--- src/rtl/inv_sub_bytes_seq.sv ---
// inv_sub_bytes_seq: AES InvSubBytes over a 128-bit state. A single 32-bit
// lane of four inverse S-boxes is time-shared across the four state words,
// one word per clock. A result appears 4 clocks after the input handshake.
//
// Ports:
//   clk       rising-edge clock
//   rst       asynchronous active-high reset
//   in_valid  source presents a 128-bit state
//   in_ready  block can accept a state (IDLE only)
//   in_state  inverse-shifted state array
//   abort     synchronous cancel of the operation in flight
//   out_valid result available (DONE only)
//   out_ready sink accepts the result
//   out_state inverse-substituted state array
//   busy      high while substituting (SUB)
//   word_idx  32-bit word currently being substituted

// Inverse S-box: one byte in, one byte out, pure lookup.
module inverse_s_box (
  input  logic [7:0] in_byte,
  output logic [7:0] out_byte
);

  localparam logic [7:0] INV_SBOX [256] = '{
    8'h52, 8'h09, 8'h6a, 8'hd5, 8'h30, 8'h36, 8'ha5, 8'h38, 8'hbf, 8'h40, 8'ha3, 8'h9e, 8'h81, 8'hf3, 8'hd7, 8'hfb,
    8'h7c, 8'he3, 8'h39, 8'h82, 8'h9b, 8'h2f, 8'hff, 8'h87, 8'h34, 8'h8e, 8'h43, 8'h44, 8'hc4, 8'hde, 8'he9, 8'hcb,
    8'h54, 8'h7b, 8'h94, 8'h32, 8'ha6, 8'hc2, 8'h23, 8'h3d, 8'hee, 8'h4c, 8'h95, 8'h0b, 8'h42, 8'hfa, 8'hc3, 8'h4e,
    8'h08, 8'h2e, 8'ha1, 8'h66, 8'h28, 8'hd9, 8'h24, 8'hb2, 8'h76, 8'h5b, 8'ha2, 8'h49, 8'h6d, 8'h8b, 8'hd1, 8'h25,
    8'h72, 8'hf8, 8'hf6, 8'h64, 8'h86, 8'h68, 8'h98, 8'h16, 8'hd4, 8'ha4, 8'h5c, 8'hcc, 8'h5d, 8'h65, 8'hb6, 8'h92,
    8'h6c, 8'h70, 8'h48, 8'h50, 8'hfd, 8'hed, 8'hb9, 8'hda, 8'h5e, 8'h15, 8'h46, 8'h57, 8'ha7, 8'h8d, 8'h9d, 8'h84,
    8'h90, 8'hd8, 8'hab, 8'h00, 8'h8c, 8'hbc, 8'hd3, 8'h0a, 8'hf7, 8'he4, 8'h58, 8'h05, 8'hb8, 8'hb3, 8'h45, 8'h06,
    8'hd0, 8'h2c, 8'h1e, 8'h8f, 8'hca, 8'h3f, 8'h0f, 8'h02, 8'hc1, 8'haf, 8'hbd, 8'h03, 8'h01, 8'h13, 8'h8a, 8'h6b,
    8'h3a, 8'h91, 8'h11, 8'h41, 8'h4f, 8'h67, 8'hdc, 8'hea, 8'h97, 8'hf2, 8'hcf, 8'hce, 8'hf0, 8'hb4, 8'he6, 8'h73,
    8'h96, 8'hac, 8'h74, 8'h22, 8'he7, 8'had, 8'h35, 8'h85, 8'he2, 8'hf9, 8'h37, 8'he8, 8'h1c, 8'h75, 8'hdf, 8'h6e,
    8'h47, 8'hf1, 8'h1a, 8'h71, 8'h1d, 8'h29, 8'hc5, 8'h89, 8'h6f, 8'hb7, 8'h62, 8'h0e, 8'haa, 8'h18, 8'hbe, 8'h1b,
    8'hfc, 8'h56, 8'h3e, 8'h4b, 8'hc6, 8'hd2, 8'h79, 8'h20, 8'h9a, 8'hdb, 8'hc0, 8'hfe, 8'h78, 8'hcd, 8'h5a, 8'hf4,
    8'h1f, 8'hdd, 8'ha8, 8'h33, 8'h88, 8'h07, 8'hc7, 8'h31, 8'hb1, 8'h12, 8'h10, 8'h59, 8'h27, 8'h80, 8'hec, 8'h5f,
    8'h60, 8'h51, 8'h7f, 8'ha9, 8'h19, 8'hb5, 8'h4a, 8'h0d, 8'h2d, 8'he5, 8'h7a, 8'h9f, 8'h93, 8'hc9, 8'h9c, 8'hef,
    8'ha0, 8'he0, 8'h3b, 8'h4d, 8'hae, 8'h2a, 8'hf5, 8'hb0, 8'hc8, 8'heb, 8'hbb, 8'h3c, 8'h83, 8'h53, 8'h99, 8'h61,
    8'h17, 8'h2b, 8'h04, 8'h7e, 8'hba, 8'h77, 8'hd6, 8'h26, 8'he1, 8'h69, 8'h14, 8'h63, 8'h55, 8'h21, 8'h0c, 8'h7d
  };

  assign out_byte = INV_SBOX[in_byte];

endmodule

module inv_sub_bytes_seq (
  input  logic         clk,
  input  logic         rst,
  input  logic         in_valid,
  output logic         in_ready,
  input  logic [127:0] in_state,
  input  logic         abort,
  output logic         out_valid,
  input  logic         out_ready,
  output logic [127:0] out_state,
  output logic         busy,
  output logic [1:0]   word_idx
);

  localparam int unsigned STATE_W = 128;
  localparam int unsigned WORD_W  = 32;
  localparam int unsigned LANES   = 4;

  typedef enum logic [1:0] {
    IDLE = 2'd0,
    SUB  = 2'd1,
    DONE = 2'd2
  } state_t;

  state_t               state_q, state_d;
  logic [1:0]           word_idx_q, word_idx_d;
  logic [STATE_W-1:0]   in_reg_q, in_reg_d;
  // Words 0..2 accumulate here; word 3 goes straight into out_state.
  logic [3*WORD_W-1:0]  res_q, res_d;
  logic [STATE_W-1:0]   out_state_q, out_state_d;
  logic [WORD_W-1:0]    lane_in_c;
  logic [WORD_W-1:0]    lane_out_c;

  // Select the captured word for the shared lane.
  always_comb begin
    lane_in_c = in_reg_q[WORD_W-1:0];
    unique case (word_idx_q)
      2'd0: lane_in_c = in_reg_q[31:0];
      2'd1: lane_in_c = in_reg_q[63:32];
      2'd2: lane_in_c = in_reg_q[95:64];
      2'd3: lane_in_c = in_reg_q[127:96];
      default: lane_in_c = in_reg_q[31:0];
    endcase
  end

  // Shared 32-bit lane; byte position is preserved through the lane.
  for (genvar b = 0; b < LANES; b++) begin : g_lane
    inverse_s_box u_sbox (
      .in_byte  (lane_in_c[8*b +: 8]),
      .out_byte (lane_out_c[8*b +: 8])
    );
  end

  // Next-state and datapath update; abort beats both handshakes.
  always_comb begin
    state_d     = state_q;
    word_idx_d  = word_idx_q;
    in_reg_d    = in_reg_q;
    res_d       = res_q;
    out_state_d = out_state_q;
    unique case (state_q)
      IDLE: begin
        if (in_valid && !abort) begin
          in_reg_d   = in_state;
          word_idx_d = 2'd0;
          state_d    = SUB;
        end
      end
      SUB: begin
        if (abort) begin
          word_idx_d = 2'd0;
          state_d    = IDLE;
        end else begin
          unique case (word_idx_q)
            2'd0: res_d[31:0]  = lane_out_c;
            2'd1: res_d[63:32] = lane_out_c;
            2'd2: res_d[95:64] = lane_out_c;
            2'd3: begin
              out_state_d = {lane_out_c, res_q};
              state_d     = DONE;
            end
            default: res_d = res_q;
          endcase
          // Wraps 3 -> 0 on the final word.
          word_idx_d = word_idx_q + 2'd1;
        end
      end
      DONE: begin
        if (abort) begin
          word_idx_d = 2'd0;
          state_d    = IDLE;
        end else if (out_ready) begin
          state_d = IDLE;
        end
      end
      default: begin
        word_idx_d = 2'd0;
        state_d    = IDLE;
      end
    endcase
  end

  // State and datapath registers.
  always_ff @(posedge clk or posedge rst) begin
    if (rst) begin
      state_q     <= IDLE;
      word_idx_q  <= 2'd0;
      in_reg_q    <= '0;
      res_q       <= '0;
      out_state_q <= '0;
    end else begin
      state_q     <= state_d;
      word_idx_q  <= word_idx_d;
      in_reg_q    <= in_reg_d;
      res_q       <= res_d;
      out_state_q <= out_state_d;
    end
  end

  // Status outputs decode the state register directly.
  assign in_ready  = (state_q == IDLE);
  assign busy      = (state_q == SUB);
  assign out_valid = (state_q == DONE);
  assign word_idx  = word_idx_q;
  assign out_state = out_state_q;

endmodule

--- config.mk ---
export PLATFORM = sky130hd
export DESIGN_NAME = inv_sub_bytes_seq
export DESIGN_NICKNAME = d
export VERILOG_FILES = /design/src/rtl/inv_sub_bytes_seq.sv
export SDC_FILE = /design/constraint.sdc
export NUM_CORES = 1
export LEC_CHECK = 0
export CAP_MARGIN = 20
export CORE_ASPECT_RATIO = 1.75
export CORE_UTILIZATION = 30
export CTS_CLUSTER_DIAMETER = 150
export DETAILED_ROUTE_END_ITERATION = 10
export PLACE_DENSITY_LB_ADDON = 0.1
export SYNTH_ARGS = -nofsm -noshare
export SYNTH_HDL_FRONTEND = slang
export SYNTH_SLANG_ARGS = --single-unit
--- constraint.sdc ---
create_clock -name clk -period 18.5 [get_ports clk]
set_input_delay 5.55 -clock clk [delete_from_list [all_inputs] [get_ports clk]]
set_output_delay 5.55 -clock clk [all_outputs]
set_load 0.005 [all_outputs]
==> results.sh, run 1 <==
export IMPL_min_period_ns=8.025
export IMPL_path_clk_slew_ns=0.06
export IMPL_hold_class="reg2reg"
export IMPL_critPathRequiredTime_ns=18.95
export IMPL_io_buffers=265
export IMPL_async_flop_share_pct=100.0
export IMPL_dp_hpwl_mm=100.3
export IMPL_worstSetupPathType="in2reg"
export IMPL_internal_power_mw=2.493
export IMPL_layout_setup_ws_ns=10.47
export IMPL_syn_inst=3468
export IMPL_synth_xor_area_share_pct=0.3406
export IMPL_syn_avg_cell_area_um2=7.944
export IMPL_grt_pass1_wl_mm=214.1
export IMPL_ys_seq_area_share_pct=32.33
export IMPL_start_util_pct=30.35
export IMPL_rsz0062_at_grt="no"
export IMPL_crit_buf_inv=3
export IMPL_drtAntennaViolNets=0
export IMPL_cp_slowest_cell="buf_4"
export IMPL_slew_violations=0
export IMPL_critPathTopFamily="buffers and inverters"
export IMPL_final_cell_mix="nand2_1, dfrtp_1, clkdlybuf4s50_1, o21ai_0, nor2_1"
export IMPL_worstPathArrival_ns=8.48
export IMPL_wirelength_mm=146.4
export IMPL_hold_viol=0
export IMPL_dp_slack_ns=9.859
export IMPL_clockBufferDepth=3
export IMPL_drtIter0Drc=4360
export IMPL_cts_sinks=356
export IMPL_viasPerCell=6.431
export IMPL_p_seq_share_pct=20.7
export IMPL_synth_top_family_by_area="compound AO/OA/AOI/OAI gates"
export IMPL_cts_made_buffers=39
export IMPL_netlist_cell_type_count=95
export IMPL_post_cts_repair_setup_buffers=0
export IMPL_synth_mux_area_share_pct=6.226
export IMPL_ctsResizeCount=0
export IMPL_post_synth_fa_ha_maj_area_fraction_pct=3.134
export IMPL_pwr_share_clk_pct=15.3
export IMPL_critPathMaxStageDelay_ns=0.89
export IMPL_syn_to_final_growth_pct=17.76
export IMPL_reg2reg_depth=16
export IMPL_combPwrFrac_pct=64.0
export IMPL_dieArea_mm2=0.09310
export IMPL_finalCritPeriodShare_pct=43.38
export IMPL_wl_per_cell_um=30.77
export IMPL_whs_path_depth=2
export IMPL_hold_end="out_state[85]"
export IMPL_skew_ns=0.04395
export IMPL_synthesis_area_mm2=0.02755
export IMPL_ir_drop_uv=71.37
export IMPL_finalNetCount=3749
export IMPL_drcViolationCount=0
export IMPL_synth_compound_area_share_pct=33.31
export IMPL_start_kind="input pin"
export IMPL_synth_fp_nets=3670
export IMPL_cts_htree_levels=2
export IMPL_cap_violations=0
export IMPL_synth_flop_cell="dfrtp_1"
export IMPL_rows=146
export IMPL_leakagePower_nw=12.76
export IMPL_path_max_fanout=80
export IMPL_die_x_um=231.1
export IMPL_dr_total_vias=30610
export IMPL_tightest_slew_ns=1.213
export IMPL_path_cells="clkdlybuf4s50_1 -> inv_1 -> and3_4 -> buf_4 -> mux2_2"
export IMPL_synth_edf_count=0
export IMPL_switching_share_pct=54.28
export IMPL_worstSetupEndpointType="flip-flop"
export IMPL_fillCellCount=9603
export IMPL_coreArea_mm2=0.09079
export IMPL_r2r_start="word_idx[0]"
export IMPL_r2r_slack_ns=11.75
export IMPL_first_global_vias=29880
export IMPL_yosys_warnings=0
export IMPL_gp_congestion=1.017
export IMPL_antenna_found_initial=4
export IMPL_pin_count=266
export IMPL_finalSetupViolations=0
export IMPL_max_freq_ghz=0.1246
export IMPL_final_common_cell="nand2_1"
export IMPL_cts_tree="yes"
export IMPL_synth_seq_cells=356
export IMPL_insertion_delay_ns=0.61
export IMPL_synth_simple_gate_area_share_pct=17.81
export IMPL_final_layout_size_suffix_gt1_share_pct=10.97
export IMPL_track_usage_pct=30.82
export IMPL_post_route_util_pct=35.74
export IMPL_grt_max_degree=106
export IMPL_rr_endpoint="res_q[45]"
export IMPL_drt_pass1_iter_count=8
export IMPL_p_per_area_mw_per_mm2=168.1
export IMPL_die_h_um=402.9
export IMPL_clock_tree_root_cell="clkbuf_16"
export IMPL_grt_remaining_overflow=0
export IMPL_min_from="res_q[85]"
export IMPL_setup_tns_ns=0
export IMPL_status="complete, no violations"
export IMPL_postCtsHoldBufs=0
export IMPL_slew_headroom_pct=18.43
export IMPL_switching_power_mw=2.960
-- registers in the layout (all words and copies together), names as in the netlist --
| register | flops |
|---|---|
| word_idx | 2 |
| out_state | 128 |
| in_reg_q | 128 |
| state_q | 2 |
| res_q | 96 |
-- Yosys cell counts (30+ instances only) --
cell	instances	area, µm²
o31ai_1	41	307.8
o221ai_1	52	455.4
nor2_1	229	859.6
buf_2	149	745.7
nand2_1	652	2447
nor3_1	98	490.5
mux2_2	121	1363
dfrtp_1	356	8909
ha_1	69	863.3
buf_4	32	240.2
nand3_1	74	370.4
a31oi_1	60	375.4
o21ai_1	79	395.4
o21ai_0	244	1221
o311ai_0	30	262.8
a221oi_1	57	499.2
o211ai_1	87	653.1
a21oi_1	196	980.9
a211oi_1	89	668.1
clkbuf_1	142	533.0
inv_1	49	183.9
-- worst reg2reg max path, stage by stage, from the launching register on --
cell and delay [ns]:
dfrtp_1 0.48, inv_1 0.14, ha_2 0.20, buf_4 0.29, inv_2 0.26, buf_4 0.55
mux2_2 0.30, buf_4 0.38, inv_2 0.33, ha_1 0.55, and3b_1 0.29, a41oi_1 0.84
a311oi_1 0.49, o41ai_1 0.46, a21oi_1 0.09, a32oi_1 0.79, o21ai_1 0.16
-- power groups by stage --
stage,Sequential (mW),Clock [mW],Combinational (mW)
floorplan,1.09,0,2.05
global placement,1.15,0,3.36
detailed placement,1.14,0,3.33
CTS,1.13,0.860,3.34
global route,1.16,0.884,3.65
finish,1.13,0.833,3.49
-- logic make-up after synthesis --
kind of cell             count (synthesis)
buffers and inverters                  407
XOR/XNOR                                 9
adder cells (fa/ha/maj)                 69
AND/OR/NAND/NOR                       1162
flip-flops                             356
multiplexers                           153
AO/OA/AOI/OAI                         1312
-- per-layer routing --
| metal | vias to the layer above | global-route usage (%) | part of all wire, % | routed length, µm |
|---|---|---|---|---|
| met1 | 14910 | 35.14 | 36 | 52970 |
| met5 | - | 0 | 0.0089 | 13 |
| met3 | 586 | 4.553 | 6.9 | 10140 |
| met2 | 1900 | 53.25 | 49 | 71970 |
| li1 | 13220 | - | - | - |
| met4 | 2 | 19.93 | 7.7 | 11350 |
-- area by class of cell --
cell class | instances | area, µm² | share of cell area, %
clock inverters | 13 | 220.2 | 0.6788
multi-input cells | 2705 | 16940 | 52.22
flip-flops and latches | 356 | 8909 | 27.46
clock buffers | 56 | 1120 | 3.452
diodes | 1 | 2.502 | 0.007713
inverters | 62 | 241.5 | 0.7443
well taps | 1184 | 1481 | 4.566
repair buffers | 383 | 3528 | 10.88
-- how the worst max path moves through the flow --
stage,from,endpoint,slack [ns],cells after the start
after floorplan,rst,in_reg_q[0],3.07,1
after global placement,rst,in_reg_q[13],9.88,4
after detailed placement,abort,in_reg_q[64],9.86,5
after CTS,abort,in_reg_q[64],10.48,5
after global routing,rst,in_reg_q[12],10.25,4
final,abort,in_reg_q[64],10.47,5
-- stage by stage --
step	hold slack, ns	cells	total power, mW	instance area [µm²]
after detailed placement	0.4506	4686	4.474	31080
after global routing	0.4929	4760	5.689	32440
after floorplan	0.4373	3468	3.142	27550
after CTS	0.4593	4755	5.336	32420
after global placement	0.4461	4684	4.514	31070
final	0.4605	4760	5.453	32440
Power figures use the tool's default switching activity.
==> run 2: changes to the inputs <==
==> constraint.sdc (replaced) <==
create_clock -name clk -period 7.7 [get_ports clk]
set_input_delay 2.31 -clock clk [delete_from_list [all_inputs] [get_ports clk]]
set_output_delay 2.31 -clock clk [all_outputs]
set_load 0.005 [all_outputs]
==> results.sh, run 2 (synthesis results as in run 1) <==
export IMPL_whs_path_depth=2
export IMPL_r2r_slack_ns=1.94
export IMPL_r2r_start="word_idx[0]"
export IMPL_drt_pass1_iter_count=6
export IMPL_cts_tree="yes"
export IMPL_rr_endpoint="res_q[66]"
export IMPL_start_kind="flip-flop"
export IMPL_slew_violations=0
export IMPL_ir_drop_uv=169.9
export IMPL_final_area_mm2=0.03262
export IMPL_leakagePower_nw=12.86
export IMPL_p_per_area_mw_per_mm2=410.1
export IMPL_final_common_cell="nand2_1"
export IMPL_cap_violations=0
export IMPL_postCtsHoldBufs=0
export IMPL_hold_viol=0
export IMPL_viasPerCell=6.425
export IMPL_status="complete, no violations"
export IMPL_dp_slack_ns=1.891
export IMPL_drtIter0Drc=3751
export IMPL_path_max_fanout=19
export IMPL_grt_pass1_wl_mm=222.9
export IMPL_wl_per_cell_um=32.49
export IMPL_cts_made_buffers=40
export IMPL_final_cell_mix="nand2_1, dfrtp_1, clkdlybuf4s50_1, o21ai_0, nor2_1"
export IMPL_start_util_pct=30.35
export IMPL_worstSetupPathType="reg2reg"
export IMPL_pin_count=266
export IMPL_cts_htree_levels=2
export IMPL_antenna_found_initial=2
export IMPL_cts_sinks=356
export IMPL_first_global_vias=30240
export IMPL_syn_to_final_growth_pct=18.41
export IMPL_clockBufferDepth=3
export IMPL_finalCritPeriodShare_pct=74.75
export IMPL_ctsResizeCount=0
export IMPL_slew_headroom_pct=14.88
export IMPL_dieArea_mm2=0.09310
export IMPL_insertion_delay_ns=0.62
export IMPL_path_clk_slew_ns=0.06
export IMPL_min_from="res_q[58]"
export IMPL_layout_setup_ws_ns=1.944
export IMPL_hold_end="out_state[58]"
export IMPL_io_buffers=265
export IMPL_drtAntennaViolNets=0
export IMPL_clock_tree_root_cell="clkbuf_16"
export IMPL_min_period_ns=5.756
export IMPL_post_cts_repair_setup_buffers=0
export IMPL_skew_ns=0.05558
export IMPL_grt_max_degree=154
export IMPL_tightest_slew_ns=1.277
export IMPL_dr_total_vias=30650
export IMPL_die_x_um=231.1
export IMPL_grt_remaining_overflow=0
export IMPL_rsz0062_at_grt="no"
export IMPL_track_usage_pct=32.53
export IMPL_coreArea_mm2=0.09079
export IMPL_hold_ws_ns=0.4622
export IMPL_max_freq_ghz=0.1737
export IMPL_worstSetupEndpointType="flip-flop"
export IMPL_setup_tns_ns=0
export IMPL_drcViolationCount=0
export IMPL_reg2reg_depth=14
export IMPL_worstPathArrival_ns=6.21
export IMPL_rows=146
export IMPL_wirelength_mm=155.0
export IMPL_die_h_um=402.9
export IMPL_final_layout_size_suffix_gt1_share_pct=11.24
export IMPL_dpl_cell_area_mm2=0.03122
export IMPL_dp_hpwl_mm=109.3
export IMPL_gp_congestion=1.053
export IMPL_finalSetupViolations=0
export IMPL_finalNetCount=3758
export IMPL_critPathRequiredTime_ns=8.16
export IMPL_hold_class="reg2reg"
run 2: worst max-delay path: stages (launching register included):
cell,delay [ns]
dfrtp_1,0.47
inv_1,0.12
ha_2,0.36
inv_2,0.35
buf_4,0.32
mux2i_4,0.59
ha_1,0.63
clkinv_1,0.35
o211ai_1,0.50
nand3_1,0.24
o31ai_1,0.09
o32ai_1,0.72
nor4_1,0.13
a32oi_1,0.53
o21ai_0,0.18
run 2: report_power, final:
part           switching (mW)  internal (mW)  total (mW)  leakage, nW
Clock                   0.870           1.20        2.07        0.683
Combinational            6.05           2.54        8.59         7.64
Sequential              0.345           2.37        2.71         4.53
Total                    7.27           6.11        13.4         12.9
run 2: how the worst max path moves through the flow:
stage,start,to,slack [ns],depth (start not counted)
after floorplan,rst,in_reg_q[0],0.62,1
final,word_idx[0],res_q[66],1.94,14
after global routing,word_idx[0],res_q[34],1.67,14
after CTS,word_idx[1],out_state[109],1.91,16
after detailed placement,word_idx[1],res_q[13],1.89,16
after global placement,word_idx[1],out_state[109],1.88,16
run 2: through the flow:
step,total power [mW],std cells,util [%]
finish,13.38,4770,35.93
global route,13.90,4770,35.93
CTS,13.11,4768,35.93
detailed placement,10.95,4697,34.39
global placement,11.12,4695,34.37
floorplan,7.550,3468,-
run 2: area by class of cell:
type | instances | area, µm²
clock buffers | 54 | 1124
well taps | 1184 | 1481
multi-input cells | 2705 | 16940
clock inverters | 17 | 271.5
repair buffers | 391 | 3659
diodes | 1 | 2.502
flip-flops and latches | 356 | 8909
fillers | 9563 | 58170
inverters | 62 | 237.7
run 2: per-layer routing:
layer,GRT usage (%),wire (µm),vias up
met5,0,0,-
met4,23.69,13310,0
met3,5.006,11280,614
met2,56.36,76390,2000
met1,35.84,54010,14800
li1,-,-,13230
